[src/rtl/sha_mem_arbiter_if.sv]
// Bus bundle between the SHA engines, the shared memory port and the arbiter.
// The arbiter uses the slave modport; engines plus memory use the master modport.
interface sha_mem_arbiter_if #(
  parameter int unsigned NUM_REQ = 4,
  parameter int unsigned ADDR_W  = 16,
  parameter int unsigned DATA_W  = 32
);
  logic [NUM_REQ-1:0]        req;
  logic [NUM_REQ-1:0]        req_we;
  logic [NUM_REQ*ADDR_W-1:0] req_addr;
  logic [NUM_REQ*DATA_W-1:0] req_wdata;
  logic [NUM_REQ-1:0]        gnt;
  logic [NUM_REQ-1:0]        rd_valid;
  logic [DATA_W-1:0]         rd_data;
  logic                      mem_we;
  logic [ADDR_W-1:0]         mem_addr;
  logic [DATA_W-1:0]         mem_write_data;
  logic [DATA_W-1:0]         mem_read_data;

  modport slave (
    input  req, req_we, req_addr, req_wdata, mem_read_data,
    output gnt, rd_valid, rd_data, mem_we, mem_addr, mem_write_data
  );

  modport master (
    output req, req_we, req_addr, req_wdata, mem_read_data,
    input  gnt, rd_valid, rd_data, mem_we, mem_addr, mem_write_data
  );
endinterface

[src/rtl/sha_mem_arbiter.sv]
// Round-robin arbiter for the shared SHA message/hash memory port, with a
// per-tenure beat cap and owner-tagged read return.
module sha_mem_arbiter #(
  parameter int unsigned NUM_REQ   = 4,
  parameter int unsigned ADDR_W    = 16,
  parameter int unsigned DATA_W    = 32,
  parameter int unsigned MAX_BURST = 16
) (
  input  logic               i_clk,
  input  logic               i_reset_n,
  output logic               o_mem_clk,
  sha_mem_arbiter_if.slave   bus
);

  localparam int unsigned IdxW = (NUM_REQ > 1) ? $clog2(NUM_REQ) : 1;

  typedef enum logic [0:0] {StIdle, StOwn} state_e;

  state_e              r_state, w_state_d;
  logic [NUM_REQ-1:0]  r_gnt, w_gnt_d;
  logic [NUM_REQ-1:0]  r_rd_valid, w_rd_valid_d;
  logic [IdxW-1:0]     r_owner, w_owner_d;
  logic [IdxW-1:0]     r_rr, w_rr_d;
  logic [4:0]          r_beat, w_beat_d;

  logic                w_req_k;
  logic                w_we_k;
  logic [ADDR_W-1:0]   w_addr_k;
  logic [DATA_W-1:0]   w_wdata_k;
  logic                w_beat;
  logic                w_end;
  logic [IdxW-1:0]     w_next_k;
  logic [IdxW-1:0]     w_start;
  logic                w_grant;
  logic [IdxW-1:0]     w_winner;

  // First requester at or after start, wrapping modulo NUM_REQ.
  function automatic logic [IdxW-1:0] pick_winner(input logic [NUM_REQ-1:0] req,
                                                  input logic [IdxW-1:0]    start);
    logic [IdxW-1:0] win;
    logic            found;
    int unsigned     j;
    win   = start;
    found = 1'b0;
    for (int unsigned i = 0; i < NUM_REQ; i++) begin
      j = (int'(start) + i) % NUM_REQ;
      if (!found && req[j]) begin
        found = 1'b1;
        win   = IdxW'(j);
      end
    end
    return win;
  endfunction

  assign w_req_k   = bus.req[r_owner];
  assign w_we_k    = bus.req_we[r_owner];
  assign w_addr_k  = bus.req_addr[int'(r_owner)*ADDR_W +: ADDR_W];
  assign w_wdata_k = bus.req_wdata[int'(r_owner)*DATA_W +: DATA_W];
  assign w_beat    = (r_state == StOwn) && w_req_k;
  assign w_end     = (r_state == StOwn) &&
                     (!w_req_k || (w_beat && (r_beat == 5'(MAX_BURST - 1))));
  assign w_next_k  = (r_owner == IdxW'(NUM_REQ - 1)) ? '0 : r_owner + 1'b1;
  assign w_start   = (r_state == StOwn) ? w_next_k : r_rr;
  assign w_winner  = pick_winner(bus.req, w_start);
  assign w_grant   = (|bus.req) && ((r_state == StIdle) || w_end);

  always_comb begin
    w_state_d    = r_state;
    w_gnt_d      = r_gnt;
    w_owner_d    = r_owner;
    w_rr_d       = r_rr;
    w_beat_d     = r_beat;
    w_rd_valid_d = '0;

    if (w_beat && !w_we_k) begin
      w_rd_valid_d = NUM_REQ'(1) << r_owner;
    end

    unique case (r_state)
      StIdle: ;
      StOwn: begin
        if (w_end) begin
          w_rr_d = w_next_k;
          if (!w_grant) begin
            w_state_d = StIdle;
            w_gnt_d   = '0;
            w_beat_d  = '0;
          end
        end else if (w_beat) begin
          w_beat_d = (r_beat == 5'h1f) ? r_beat : r_beat + 5'd1;
        end
      end
      default: w_state_d = StIdle;
    endcase

    // A preempted owner is searched last because the scan starts at owner+1.
    if (w_grant) begin
      w_state_d = StOwn;
      w_owner_d = w_winner;
      w_gnt_d   = NUM_REQ'(1) << w_winner;
      w_beat_d  = '0;
    end
  end

  always_ff @(posedge i_clk or negedge i_reset_n) begin
    if (!i_reset_n) begin
      r_state    <= StIdle;
      r_gnt      <= '0;
      r_rd_valid <= '0;
      r_owner    <= '0;
      r_rr       <= '0;
      r_beat     <= '0;
    end else begin
      r_state    <= w_state_d;
      r_gnt      <= w_gnt_d;
      r_rd_valid <= w_rd_valid_d;
      r_owner    <= w_owner_d;
      r_rr       <= w_rr_d;
      r_beat     <= w_beat_d;
    end
  end

  assign o_mem_clk          = i_clk;
  assign bus.gnt            = r_gnt;
  assign bus.rd_valid       = r_rd_valid;
  assign bus.rd_data        = bus.mem_read_data;
  assign bus.mem_we         = w_beat && w_we_k;
  assign bus.mem_addr       = (r_state == StOwn) ? w_addr_k : '0;
  assign bus.mem_write_data = (r_state == StOwn) ? w_wdata_k : '0;

endmodule

[src/flat_wrapper.sv]
// flat-port wrapper written by rule: the top's interface ports become plain ports
module sha_mem_arbiter_flat 
#(
  parameter int unsigned NUM_REQ   = 4,
  parameter int unsigned ADDR_W    = 16,
  parameter int unsigned DATA_W    = 32,
  parameter int unsigned MAX_BURST = 16
)
  (i_clk, i_reset_n, o_mem_clk, bus_req, bus_req_we, bus_req_addr, bus_req_wdata, bus_mem_read_data, bus_gnt, bus_rd_valid, bus_rd_data, bus_mem_we, bus_mem_addr, bus_mem_write_data);
  sha_mem_arbiter_if #(.NUM_REQ(NUM_REQ), .ADDR_W(ADDR_W), .DATA_W(DATA_W)) bus_i ();
  input  logic i_clk;
  input  logic i_reset_n;
  output logic o_mem_clk;
  input wire logic [$bits(bus_i.req)-1:0] bus_req;
  input wire logic [$bits(bus_i.req_we)-1:0] bus_req_we;
  input wire logic [$bits(bus_i.req_addr)-1:0] bus_req_addr;
  input wire logic [$bits(bus_i.req_wdata)-1:0] bus_req_wdata;
  input wire logic [$bits(bus_i.mem_read_data)-1:0] bus_mem_read_data;
  output wire logic [$bits(bus_i.gnt)-1:0] bus_gnt;
  output wire logic [$bits(bus_i.rd_valid)-1:0] bus_rd_valid;
  output wire logic [$bits(bus_i.rd_data)-1:0] bus_rd_data;
  output wire logic [$bits(bus_i.mem_we)-1:0] bus_mem_we;
  output wire logic [$bits(bus_i.mem_addr)-1:0] bus_mem_addr;
  output wire logic [$bits(bus_i.mem_write_data)-1:0] bus_mem_write_data;
  assign bus_i.req = bus_req;
  assign bus_i.req_we = bus_req_we;
  assign bus_i.req_addr = bus_req_addr;
  assign bus_i.req_wdata = bus_req_wdata;
  assign bus_i.mem_read_data = bus_mem_read_data;
  assign bus_gnt = bus_i.gnt;
  assign bus_rd_valid = bus_i.rd_valid;
  assign bus_rd_data = bus_i.rd_data;
  assign bus_mem_we = bus_i.mem_we;
  assign bus_mem_addr = bus_i.mem_addr;
  assign bus_mem_write_data = bus_i.mem_write_data;
  sha_mem_arbiter #(.NUM_REQ(NUM_REQ), .ADDR_W(ADDR_W), .DATA_W(DATA_W), .MAX_BURST(MAX_BURST)) u_core (.i_clk(i_clk), .i_reset_n(i_reset_n), .o_mem_clk(o_mem_clk), .bus(bus_i));
endmodule
[config.mk]
export PLATFORM = sky130hd
export DESIGN_NAME = sha_mem_arbiter_flat
export DESIGN_NICKNAME = d
export VERILOG_FILES = /design/src/rtl/sha_mem_arbiter_if.sv /design/src/rtl/sha_mem_arbiter.sv /design/src/flat_wrapper.sv
export SDC_FILE = /design/constraint.sdc
export NUM_CORES = 1
export LEC_CHECK = 0
export BUFFER_PORTS_ARGS = -buffer_cell sky130_fd_sc_hd__buf_2
export CAP_MARGIN = 20
export CELL_PAD_IN_SITES_DETAIL_PLACEMENT = 1
export CELL_PAD_IN_SITES_GLOBAL_PLACEMENT = 1
export CORE_AREA = 2 2 125 127
export CTS_CLUSTER_DIAMETER = 40
export CTS_CLUSTER_SIZE = 40
export DETAILED_ROUTE_END_ITERATION = 7
export DIE_AREA = 0 0 127 129
export GPL_ROUTABILITY_DRIVEN = 1
export PLACE_DENSITY_LB_ADDON = 0.1
export SLEW_MARGIN = 10
export SYNTH_ARGS = -nofsm -noshare
export SYNTH_HDL_FRONTEND = slang
export SYNTH_SLANG_ARGS = --single-unit
[constraint.sdc]
create_clock -name i_clk -period 2.85 [get_ports i_clk]
set_input_delay 0 -clock i_clk [delete_from_list [all_inputs] [get_ports i_clk]]
set_output_delay 0 -clock i_clk [all_outputs]
set_load 0.03 [all_outputs]
* Word-level counts from Yosys, hierarchy flattened
Index checks and enable logic that the tools add are counted.
Word-level totals: register bits 18, logic and storage cells 82
Cells by class: add/subtract/negate cells 5, $lt $le $gt $ge 5, equality and inequality tests 4, shift operators 4, multiplexer cells 34, bitwise logic cells 1, reduce and logical (&&, ||, !) cells 23
Operator list (number):
- $shiftx 128x8->32 | 1
- $shiftx 64x7->16 | 1
- $mux 32 | 1
- $mux 5 | 5
- $mux 16 | 1
- $mux 4 | 4
- $lt 2x3->1 const B | 5
- $bmux 1 s2 | 6
- $mux 1 | 12
- $mux 2 | 5
- $logic_and 1x1->1 | 9
- $shl 1x2->4 const A | 2
- $add 5x1->5 const B | 1
- $eq 5x4->1 const B | 1
- $eq 5x5->1 const B | 1
- $logic_not 1->1 | 5
- $add 2x1->2 const B | 2
- $add 2x2->2 const B | 2
- $reduce_and 2->1 | 2
- $reduce_bool 2->1 | 2
- $reduce_or 4->1 | 1
- $ne 3x1->1 const B | 1
- $reduce_and 3->1 | 1
- $reduce_bool 3->1 | 1
- other kinds (3) | 4

* Longest topological paths before layout
word-level depth 17, gate-level depth with buffers 9, gate-level depth less buffers 8

==> impl_metrics.json <==
{
  "synth_edf_count": 0,
  "grt_pass1_wl_mm": 17.9,
  "layout-drive-gt1-share_pct": 71.4,
  "crit_path_start_kind": "register",
  "cts_tree": "done",
  "drtIter0Drc": 79,
  "tightest_slew_ns": 0.679,
  "synth-seq-area-share_pct": 16.6,
  "area_growth_pct": 52.4,
  "hold_violations": 0,
  "fmaxAchievable_mhz": 398,
  "numPortBuffers": 259,
  "syn-mean-instance-area_um2": 11.1,
  "yosysTopAreaCellShare_pct": 41.5,
  "setup_ws_ns": 0.340,
  "antenna_found_initial": 1,
  "period_share_pct": 88.1,
  "min_path_type": "input port to primary output",
  "crit_slowest_cell": "dfrtp_4",
  "path_clk_slew_ns": 0.06,
  "die_area_um2": 16400,
  "critical_path_buf_inv_count": 1,
  "coreArea_um2": 15000,
  "route.detailed.drc": 0,
  "synthesis.area_um2": 2710,
  "synth.area.top_cells": "mux4_2, dfrtp_1, and2_1",
  "cp.required_ns": 3.10,
  "post_cts_buffers": 0,
  "grt_start_max_net_pins": 39,
  "grt_overflow": 0,
  "drv_cap": 0,
  "synth_cells": 244,
  "cp-end-kind": "register",
  "path_delay_family": "multiplexers",
  "fillCellCount": 1791,
  "antenna_left": 0,
  "die_w_um": 127,
  "dp_hpwl_mm": 10.6,
  "rows": 45,
  "critPathMaxFanout": 14,
  "synthArstFlopShare_pct": 100,
  "crit_chain": "inv_1 -> ha_1 -> mux2i_1 -> mux2_2 -> o32ai_2 -> nor2_1 -> a22o_1",
  "p_per_area_nw_per_um2": 985,
  "vias_per_cell": 4.35,
  "ys.flop_type": "dfrtp_1",
  "yosysMostFrequentCell": "and2_1",
  "clock_latency_ns": 0.36,
  "wl_per_cell_um": 18.9,
  "period_needed_ns": 2.51,
  "final-setup-viol-count": 0,
  "yosys_register_bits": 18,
  "rsz0062_at_grt": "no",
  "fp.dieH_um": 129,
  "slowest_delay_ns": 0.55,
  "grt_usage_pct": 14.2,
  "finalMaxSlewViolations": 0,
  "synth_largest_area_cell": "mux4_2",
  "drt_wl_total_mm": 12.3,
  "synth_warnings": 0,
  "status": "complete, no violations",
  "io_pins": 324,
  "fin_nets": 707,
  "yosys.cell_types.count": 36,
  "num_vias": 2847,
  "start_util_pct": 18.1,
  "dr.pass1.iters": 4,
  "p_leak_uw": 0.00203,
  "gp_congestion": 0.723,
  "tns_ns": 0,
  "grt_pass1_vias": 3191,
  "dp_slack_ns": 0.349,
  "ctsResizeCount": 0,
  "synth_commonest_cells": "and2_1, mux4_2, buf_4",
  "peakVddDrop_mv": 0.495,
  "arrival_ns": 2.76,
  "relSlewSlack_pct": 53.6,
  "crit_type": "register to register",
  "synthesis.nets": 485,
  "clock_skew_ns": 0.00578
}
## layout by cell type (no fill, tap or decap), types with 3 or more instances in the layout
master	instances
a31oi_1	3
and2_1	52
and3_1	3
buf_2	259
buf_4	5
clkbuf_16	6
dfrtp_1	15
ha_1	7
inv_1	6
mux2_2	3
mux4_2	50
nand2_1	10
nor2_1	8
nor2b_1	3
o21ai_0	7
## area by class of cell
class / count / area (um^2) / share of cell area [%]
Multi-Input combinational cell: 169 / 1910 / 46.2
Tap cell: 188 / 235 / 5.69
Timing Repair Buffer: 264 / 1340 / 32.4
Antenna cell: 1 / 2.50 / 0.0605
Inverter: 6 / 22.5 / 0.544
Clock buffer: 8 / 169 / 4.08
Sequential cell: 18 / 457 / 11.0
## timing repair
action / in CTS / in global routing
endpoints found under the hold margin: 18 / 0
setup endpoints to repair: 0 / 0
hold buffers: 1 / 0
## cell families (layout without fill, tap and decap cells)
family	after synthesis	after routing	share of synthesized area [%]
buf+inv	57	278	13.0
compound gates	22	22	5.63
flops	18	18	16.6
simple gates	86	86	18.5
mux	54	54	43.1
fa+ha+maj	7	7	3.23
other cells	0	1	0
## stage by stage
stage          instances  hold WS [ns]  utilization [%]  power (uW)  area [um^2]
3_3_place_gp         645       -0.0219             26.4        3590         3960
3_5_place_dp         645       -0.0242             26.4        3610         3960
6_report             654     0.0000116             27.6        4070         4140
4_1_cts              653      0.000205             27.6        4160         4130
2_1_floorplan        244        -0.296                -        2870         2710
5_1_grt              654     0.0000464             27.6        4370         4140
## path summary, 6_finish.rpt
check	from	endpoint	slack, ns	cells after the start
max	u_core.r_owner[0]	u_core.bus.gnt[2]	0.34	7
min	bus_mem_read_data[28]	bus_rd_data[28]	0.00001	0
max reg2reg	u_core.r_owner[0]	u_core.bus.gnt[2]	0.34	7
min reg2reg	u_core.r_beat[3]	u_core.r_beat[3]	0.49	1
max in group asynchronous	i_reset_n	u_core.r_state	2.40	2
min in group asynchronous	i_reset_n	u_core.bus.gnt[3]	0.10	2
## flip-flops by register name, indices dropped and copies added, names as in the netlist
name                 cells
u_core.r_beat            5
u_core.r_state           1
u_core.bus.rd_valid      4
u_core.bus.gnt           4
u_core.r_rr              2
u_core.r_owner           2
## routing by layer
metal  share of wire, %  track usage (%)
met1                 39             16.6
met2                 52             26.2
met3                7.3             3.28
met4                1.7             3.88
met5                  0                0
## power by group
group | switching [uW] | internal, uW
clock | 164 | 402
combinational | 1750 | 1330
sequential | 84.2 | 343
No activity file was read; power rests on OpenSTA's default activity.
